--- src/rtl/uart_cfg_ctrl_pkg.sv ---
// Shared UART configuration types, address map, legal limits and the per-write check.
// Imported by uart_cfg_regs and uart_cfg_ctrl.
package uart_config;

    // Config structs consumed by uart_tx, uart_rx and the baud generator.
    typedef struct packed {
        logic       parity_en;
        logic       parity_even;
        logic [3:0] data_len;
        logic [1:0] stop_len;
    } uart_config_trx;

    typedef struct packed {
        logic [7:0] divisor;
        logic [4:0] osm_rate;
    } uart_config_bdgen;

    typedef struct packed {
        logic [4:0] osm;
        logic [3:0] smp_nth;
    } uart_config_rx;

    typedef enum logic [1:0] {
        IDLE,
        WAIT_QUIET,
        APPLY,
        SETTLE
    } cfg_states;

    localparam logic [1:0] ADDR_TRX   = 2'd0;
    localparam logic [1:0] ADDR_BDGEN = 2'd1;
    localparam logic [1:0] ADDR_RX    = 2'd2;
    localparam logic [1:0] ADDR_RSVD  = 2'd3;

    localparam logic [3:0] DATA_LEN_MIN = 4'd5;
    localparam logic [3:0] DATA_LEN_MAX = 4'd8;
    localparam logic [4:0] OSM_MIN      = 5'd4;
    localparam logic [1:0] STOP_LEN_BAD = 2'd3;

    // Field-level legality of a single write; the reserved address is always accepted.
    function automatic logic cfg_valid(input logic [1:0] addr, input logic [12:0] data);
        logic ok;
        ok = 1'b1;
        case (addr)
            ADDR_TRX:   ok = (data[5:2] >= DATA_LEN_MIN) && (data[5:2] <= DATA_LEN_MAX) &&
                             (data[1:0] != STOP_LEN_BAD);
            ADDR_BDGEN: ok = (data[12:5] != 8'd0) && (data[4:0] >= OSM_MIN);
            ADDR_RX:    ok = (data[8:4] >= OSM_MIN);
            default:    ok = 1'b1;
        endcase
        return ok;
    endfunction

endpackage

--- src/rtl/uart_cfg_regs.sv ---
// Shadow, staging and active UART configuration register sets plus write checking.
// The shadow is written by software, staging is loaded on commit, active is loaded on apply.
module uart_cfg_regs
    import uart_config::*;
#(
    parameter logic [7:0] DEF_DIVISOR = 8'd54,
    parameter logic [4:0] DEF_OSM     = 5'd16,
    parameter logic [3:0] DEF_SMP_NTH = 4'd8
) (
    input  logic             clk,
    input  logic             rst,
    input  logic             wr_en,
    input  logic [1:0]       wr_addr,
    input  logic [15:0]      wr_data,
    input  logic             load_stage,
    input  logic             apply,
    output logic             wr_err,
    output logic             stage_ok,
    output uart_config_trx   cfg_trx,
    output uart_config_bdgen cfg_bdgen,
    output uart_config_rx    cfg_rx
);

    localparam uart_config_trx   RST_TRX   = '{parity_en: 1'b0, parity_even: 1'b0,
                                               data_len: 4'd8, stop_len: 2'd0};
    localparam uart_config_bdgen RST_BDGEN = '{divisor: DEF_DIVISOR, osm_rate: DEF_OSM};
    localparam uart_config_rx    RST_RX    = '{osm: DEF_OSM, smp_nth: DEF_SMP_NTH};

    uart_config_trx   sh_trx_q, sh_trx_d, stg_trx_q;
    uart_config_bdgen sh_bdgen_q, sh_bdgen_d, stg_bdgen_q;
    uart_config_rx    sh_rx_q, sh_rx_d, stg_rx_q;
    logic             wr_ok;
    logic             wr_take;

    logic unused_wr_data;
    assign unused_wr_data = ^wr_data[15:13];

    assign wr_ok   = cfg_valid(wr_addr, wr_data[12:0]);
    assign wr_err  = wr_en && !wr_ok;
    assign wr_take = wr_en && wr_ok;

    // Next shadow values include a same-cycle write so a commit snapshot sees it.
    always_comb begin
        sh_trx_d   = sh_trx_q;
        sh_bdgen_d = sh_bdgen_q;
        sh_rx_d    = sh_rx_q;
        if (wr_take) begin
            case (wr_addr)
                ADDR_TRX:   sh_trx_d   = uart_config_trx'(wr_data[7:0]);
                ADDR_BDGEN: sh_bdgen_d = uart_config_bdgen'(wr_data[12:0]);
                ADDR_RX:    sh_rx_d    = uart_config_rx'(wr_data[8:0]);
                default:    ;
            endcase
        end
    end

    assign stage_ok = ({1'b0, sh_rx_d.smp_nth} < sh_rx_d.osm);

    always_ff @(posedge clk or posedge rst) begin
        if (rst) begin
            sh_trx_q    <= RST_TRX;
            sh_bdgen_q  <= RST_BDGEN;
            sh_rx_q     <= RST_RX;
            stg_trx_q   <= RST_TRX;
            stg_bdgen_q <= RST_BDGEN;
            stg_rx_q    <= RST_RX;
            cfg_trx     <= RST_TRX;
            cfg_bdgen   <= RST_BDGEN;
            cfg_rx      <= RST_RX;
        end else begin
            sh_trx_q   <= sh_trx_d;
            sh_bdgen_q <= sh_bdgen_d;
            sh_rx_q    <= sh_rx_d;
            if (load_stage) begin
                stg_trx_q   <= sh_trx_d;
                stg_bdgen_q <= sh_bdgen_d;
                stg_rx_q    <= sh_rx_d;
            end
            if (apply) begin
                cfg_trx   <= stg_trx_q;
                cfg_bdgen <= stg_bdgen_q;
                cfg_rx    <= stg_rx_q;
            end
        end
    end

endmodule

--- src/rtl/uart_cfg_ctrl.sv ---
// UART configuration commit controller: waits for a quiet line, swaps staged config in atomically.
// Optional RX-wait timeout with rx_abort is enabled by defining UART_CFG_TIMEOUT_EN.
module uart_cfg_ctrl
    import uart_config::*;
#(
    parameter logic [7:0]  DEF_DIVISOR = 8'd54,
    parameter logic [4:0]  DEF_OSM     = 5'd16,
    parameter logic [3:0]  DEF_SMP_NTH = 4'd8,
    parameter int unsigned SETTLE_CYC  = 4,
    parameter int unsigned TIMEOUT_CYC = 4096
) (
    input  logic             clk,
    input  logic             rst,
    input  logic             wr_en,
    input  logic [1:0]       wr_addr,
    input  logic [15:0]      wr_data,
    input  logic             commit,
    input  logic             tx_busy,
    input  logic             rx_busy,
    output uart_config_trx   cfg_trx,
    output uart_config_bdgen cfg_bdgen,
    output uart_config_rx    cfg_rx,
    output logic             tx_hold,
    output logic             bdgen_reload,
    output logic             busy,
    output logic             done,
    output logic             err,
    output logic             rx_abort
);

    localparam int unsigned CNT_W = $clog2(SETTLE_CYC + 1);

    cfg_states        state_q, state_d;
    logic [CNT_W-1:0] settle_q, settle_d;
    logic             load_stage;
    logic             commit_rej;
    logic             settle_done;
    logic             wr_err;
    logic             stage_ok;
    logic             tmo_hit;
    logic             abort_err;
    logic             tx_hold_q, done_q, err_q;

    uart_cfg_regs #(
        .DEF_DIVISOR (DEF_DIVISOR),
        .DEF_OSM     (DEF_OSM),
        .DEF_SMP_NTH (DEF_SMP_NTH)
    ) u_regs (
        .clk        (clk),
        .rst        (rst),
        .wr_en      (wr_en),
        .wr_addr    (wr_addr),
        .wr_data    (wr_data),
        .load_stage (load_stage),
        .apply      (state_q == APPLY),
        .wr_err     (wr_err),
        .stage_ok   (stage_ok),
        .cfg_trx    (cfg_trx),
        .cfg_bdgen  (cfg_bdgen),
        .cfg_rx     (cfg_rx)
    );

    always_comb begin
        state_d     = state_q;
        settle_d    = settle_q;
        load_stage  = 1'b0;
        commit_rej  = 1'b0;
        settle_done = 1'b0;
        unique case (state_q)
            IDLE: begin
                if (commit) begin
                    if (stage_ok) begin
                        load_stage = 1'b1;
                        state_d    = WAIT_QUIET;
                    end else begin
                        commit_rej = 1'b1;
                    end
                end
            end
            WAIT_QUIET: begin
                if ((!tx_busy && !rx_busy) || tmo_hit) begin
                    state_d = APPLY;
                end
            end
            APPLY: begin
                settle_d = '0;
                state_d  = SETTLE;
            end
            SETTLE: begin
                if (settle_q == CNT_W'(SETTLE_CYC - 1)) begin
                    settle_done = 1'b1;
                    state_d     = IDLE;
                end else begin
                    settle_d = settle_q + 1'b1;
                end
            end
            default: state_d = IDLE;
        endcase
    end

    always_ff @(posedge clk or posedge rst) begin
        if (rst) begin
            state_q   <= IDLE;
            settle_q  <= '0;
            tx_hold_q <= 1'b0;
            done_q    <= 1'b0;
            err_q     <= 1'b0;
        end else begin
            state_q   <= state_d;
            settle_q  <= settle_d;
            tx_hold_q <= (state_d != IDLE);
            done_q    <= settle_done;
            err_q     <= wr_err || commit_rej || (settle_done && abort_err);
        end
    end

`ifdef UART_CFG_TIMEOUT_EN
    localparam int unsigned TMO_W = (TIMEOUT_CYC > 1) ? $clog2(TIMEOUT_CYC) : 1;

    logic [TMO_W-1:0] tmo_q;
    logic             aborted_q;
    logic             rx_abort_q;

    // Only a TX-idle, RX-busy wait counts toward the timeout.
    assign tmo_hit = (state_q == WAIT_QUIET) && !tx_busy && rx_busy &&
                     (tmo_q == TMO_W'(TIMEOUT_CYC - 1));

    always_ff @(posedge clk or posedge rst) begin
        if (rst) begin
            tmo_q      <= '0;
            aborted_q  <= 1'b0;
            rx_abort_q <= 1'b0;
        end else begin
            if ((state_q != WAIT_QUIET) || !rx_busy) begin
                tmo_q <= '0;
            end else if (!tx_busy) begin
                tmo_q <= tmo_q + 1'b1;
            end
            if (load_stage) begin
                aborted_q <= 1'b0;
            end else if (tmo_hit) begin
                aborted_q <= 1'b1;
            end
            rx_abort_q <= tmo_hit;
        end
    end

    assign rx_abort  = rx_abort_q;
    assign abort_err = aborted_q;
`else
    logic unused_timeout;
    assign unused_timeout = ^TIMEOUT_CYC;
    assign tmo_hit        = 1'b0;
    assign abort_err      = 1'b0;
    assign rx_abort       = 1'b0;
`endif

    assign tx_hold      = tx_hold_q;
    assign done         = done_q;
    assign err          = err_q;
    assign busy         = (state_q != IDLE);
    assign bdgen_reload = (state_q == APPLY);

endmodule

--- config.mk ---
export PLATFORM = sky130hd
export DESIGN_NAME = uart_cfg_ctrl
export DESIGN_NICKNAME = d
export VERILOG_FILES = /design/src/rtl/uart_cfg_ctrl_pkg.sv /design/src/rtl/uart_cfg_regs.sv /design/src/rtl/uart_cfg_ctrl.sv
export SDC_FILE = /design/constraint.sdc
export NUM_CORES = 1
export LEC_CHECK = 0
export BUFFER_PORTS_ARGS = -buffer_cell sky130_fd_sc_hd__buf_2
export CORE_MARGIN = 2
export CORE_UTILIZATION = 45
export DETAILED_ROUTE_END_ITERATION = 8
export PLACE_DENSITY = 0.65
export SYNTH_ARGS = -nofsm -noshare
export SYNTH_HDL_FRONTEND = slang
export SYNTH_SLANG_ARGS = --single-unit
--- constraint.sdc ---
create_clock -name clk -period 6.8 [get_ports clk]
set_input_delay 1.36 -clock clk [delete_from_list [all_inputs] [get_ports clk]]
set_output_delay 1.36 -clock clk [all_outputs]
set_load 0.01 [all_outputs]
==> results.toml <==
[synthesis]
synth_compound_area_share_pct = 4.660
yosys.area_share.xor_xnor_pct = 0
postSynthAreaPerCell_sq_um = 15.64
synth-seq-cells = 98
ys_seq_area_share_pct = 59.65
synthMuxAreaShare_pct = 27.27
synth_top_family_by_area = "multiplexers"
syn_nets = 295
netlist_area_sq_um = 4161
ys_warn_count = 0
yosysTopAreaCellShare_pct = 44.50
synthSimpleGateAreaFrac_pct = 3.758
synth.area.top_cells = "dfrtp_1 44%, dfstp_2 15%, mux2_4 14%"
synth-adder-area-share_pct = 1.503
synth_top_area_cell = "dfrtp_1"
synth_cells = 266
yosysUniqueCellTypes = 42

[global_routing]
grt_max_degree = 54
grt_pass1_wl_microns = 12200
antenna_found_initial = 0
grt_usage_pct = 15.85
first_global_vias = 2423
grt.overflow.total = 0

[detailed_routing]
detail_route.first_pass.iterations = 4
wl_microns = 7299
drc = 0
post_drt_via_cell_ratio = 5.245
wire_per_inst_microns = 16.55
vias = 2313
detail-route-antenna-nets = 0
drt_iter0_drc = 50

[setup_path]
cp_cell_sequence = "buf_2 > nor2b_1 > and3_4 > mux2_2 > inv_1 > ha_1 > a21o_1 > a21oi_1 > o2111ai_4 > buf_4 > mux2_4"
critPathMaxStageDelay_ns = 0.40
required_ns = 7.04
critPathLaunchType = "input pin"
path_max_fanout = 19
cp-end-kind = "register"
critPathKind = "input pin to register"
cp_slowest_cell = "buf_4"
critPathArrivalTime_ns = 4.49

[pwr]
power_uw = 1947
powerDensity_nw_per_um2 = 409.7
ir_worst_vdd_v = 0.0001755
leakagePower_uw = 0.002356

[timing]
post-route-period-util_pct = 62.41
slew_headroom_pct = 56.15
period_minus_slack_ns = 4.244
layout_setup_ws_ns = 2.556
hold_viol = 0
worst_pin_slew_ns = 0.6577
rsz0062_at_grt = "no"
tns_ns = 0
fin_skew_ns = 0.01329
fmax_mhz = 235.6
finalSetupViolCount = 0
maxSlewViolCount = 0

[floorplan]
num_rows = 35
die_w_microns = 100.2
io_pins = 60
core_area_sq_um = 9109
die_y_microns = 100.2
start_util_pct = 45.69
die_area_sq_um = 10030

[cts]
clock_path_buffers = 2
insertion_delay_ns = 0.36
cts_resized = 0
cts_setup_buffers = 0
hold_buffers = 0
clock-sinks = 98
cts_max_level = 3
cts_tree = "built"
cts-root-buf = "clkbuf_8"
clkTransAtPathRegs_ns = 0.08
cts_buffers = 9

[final_layout]
antenna_cells = 0
area_growth_pct = 14.19
final_cell_count_no_fill = 441
layout-drive-gt1-share_pct = 57.88
nets = 354
final_util_pct = 52.17

[place]
numPortBuffers = 55
place_hpwl_microns = 4929
post-place-ws_ns = 2.191
dp_cells = 425
gp_congestion = 0.7221

[run_status]
status = "finished, final reports clean"

[worst_hold_path]
hold_path_class = "register to register"

[run]
drv_cap = 0
==> cell families (layout without fill, tap and decap cells) <==
logic type	after synthesis	in the layout
other	1	1
muxes	88	88
DFF	98	98
adders and majority gates	5	5
AOI/OAI and AO/OA	25	25
and+or+nand+nor	27	27
buffers and inverters	22	86
==> sequential cells by signal (all words and copies together) (netlist names) <==
name                count
done                    1
err                     1
settle_q                3
state_q                 2
tx_hold                 1
u_regs.cfg_bdgen       13
u_regs.cfg_rx           9
u_regs.cfg_trx          8
u_regs.sh_bdgen_q      13
u_regs.sh_rx_q          9
u_regs.sh_trx_q         8
u_regs.stg_bdgen_q     13
u_regs.stg_rx_q         9
u_regs.stg_trx_q        8
==> cell type report <==
type / instances / area (sq um)
clock buffer: 9 / 123.9
clock inverter: 7 / 98.84
fill: 799 / 4357
inverter: 12 / 47.55
multi-input combinational: 146 / 1563
sequential: 98 / 2482
tap: 111 / 138.9
timing repair buffer: 58 / 297.8
==> final timing paths <==
check                                    from             endpoint  slack [ns]  cells past startpoint
setup reg to reg            u_regs.sh_rx_q[2]   u_regs.stg_rx_q[6]        4.03                      7
hold / removal             u_regs.sh_trx_q[5]   u_regs.sh_trx_q[5]        0.49                      2
min in group asynchronous                 rst  u_regs.cfg_bdgen[8]        1.04                      2
max in group asynchronous                 rst   u_regs.stg_rx_q[6]        4.70                      3
hold reg to reg            u_regs.sh_trx_q[5]   u_regs.sh_trx_q[5]        0.49                      2
setup / recovery                        wr_en   u_regs.stg_rx_q[6]        2.56                     11
==> cells in the mapped netlist, drive strengths merged <==
library cell	count
nand2	9
o2111ai	1
dfstp	24
o32ai	1
a21o	1
nand4	1
o41ai	1
nor3	1
inv	12
mux2i	2
or4	1
nand3	2
nand3b	1
a41oi	1
nor2b	2
conb	1
a21oi	7
or3	2
a32o	1
o21a	1
nor2	5
ha	5
o311a	1
nor3b	1
o2bb2ai	2
o21ai	5
and3	2
buf	8
o211ai	2
mux2	86
clkbuf	2
dfrtp	74
o311ai	1
==> power breakdown <==
part | switching [uW] | internal (uW) | total [uW]
clock | 205 | 210 | 415
combinational | 245 | 347 | 592
sequential | 103 | 837 | 940
==> cell usage in the layout, fill, tap and decap left out, types with 2 or more instances in the layout <==
master / synthesis / final
nor2_1: 5 / 5
mux2_2: 47 / 47
nand3_1: 2 / 2
o21ai_0: 4 / 4
a21oi_1: 7 / 7
o2bb2ai_1: 2 / 2
nor2b_1: 2 / 2
nand2_1: 9 / 9
dfstp_2: 24 / 24
dfrtp_1: 74 / 74
buf_2: 2 / 55
ha_1: 5 / 5
inv_1: 12 / 11
bufinv_16: 0 / 2
inv_6: 0 / 3
mux2i_1: 2 / 2
clkbuf_8: 0 / 9
buf_4: 1 / 3
mux2_4: 39 / 39
==> metrics by stage <==
step	hold WS, ns	instance area, sq um
2_1_floorplan	0.4418	4161
3_3_place_gp	0.4588	4529
3_5_place_dp	0.4778	4529
4_1_cts	0.4972	4752
5_1_grt	0.5177	4752
6_report	0.4935	4752
==> worst max-delay path, delay by kind of cell <==
| family | cells | cell delay (ns) |
|---|---|---|
| adder cells (fa/ha/maj) | 1 | 0.24 |
| AO/OA/AOI/OAI | 3 | 0.96 |
| AND/OR/NAND/NOR | 2 | 0.61 |
| buffers and inverters | 3 | 0.59 |
| multiplexers | 2 | 0.71 |
==> routing by layer <==
metal  track usage [%]  wire (microns)
met3             5.153             317
met5                 0               0
met4             4.847             102
met2             23.59            3308
met1             22.25            3570
Power figures use the tool's default switching activity.
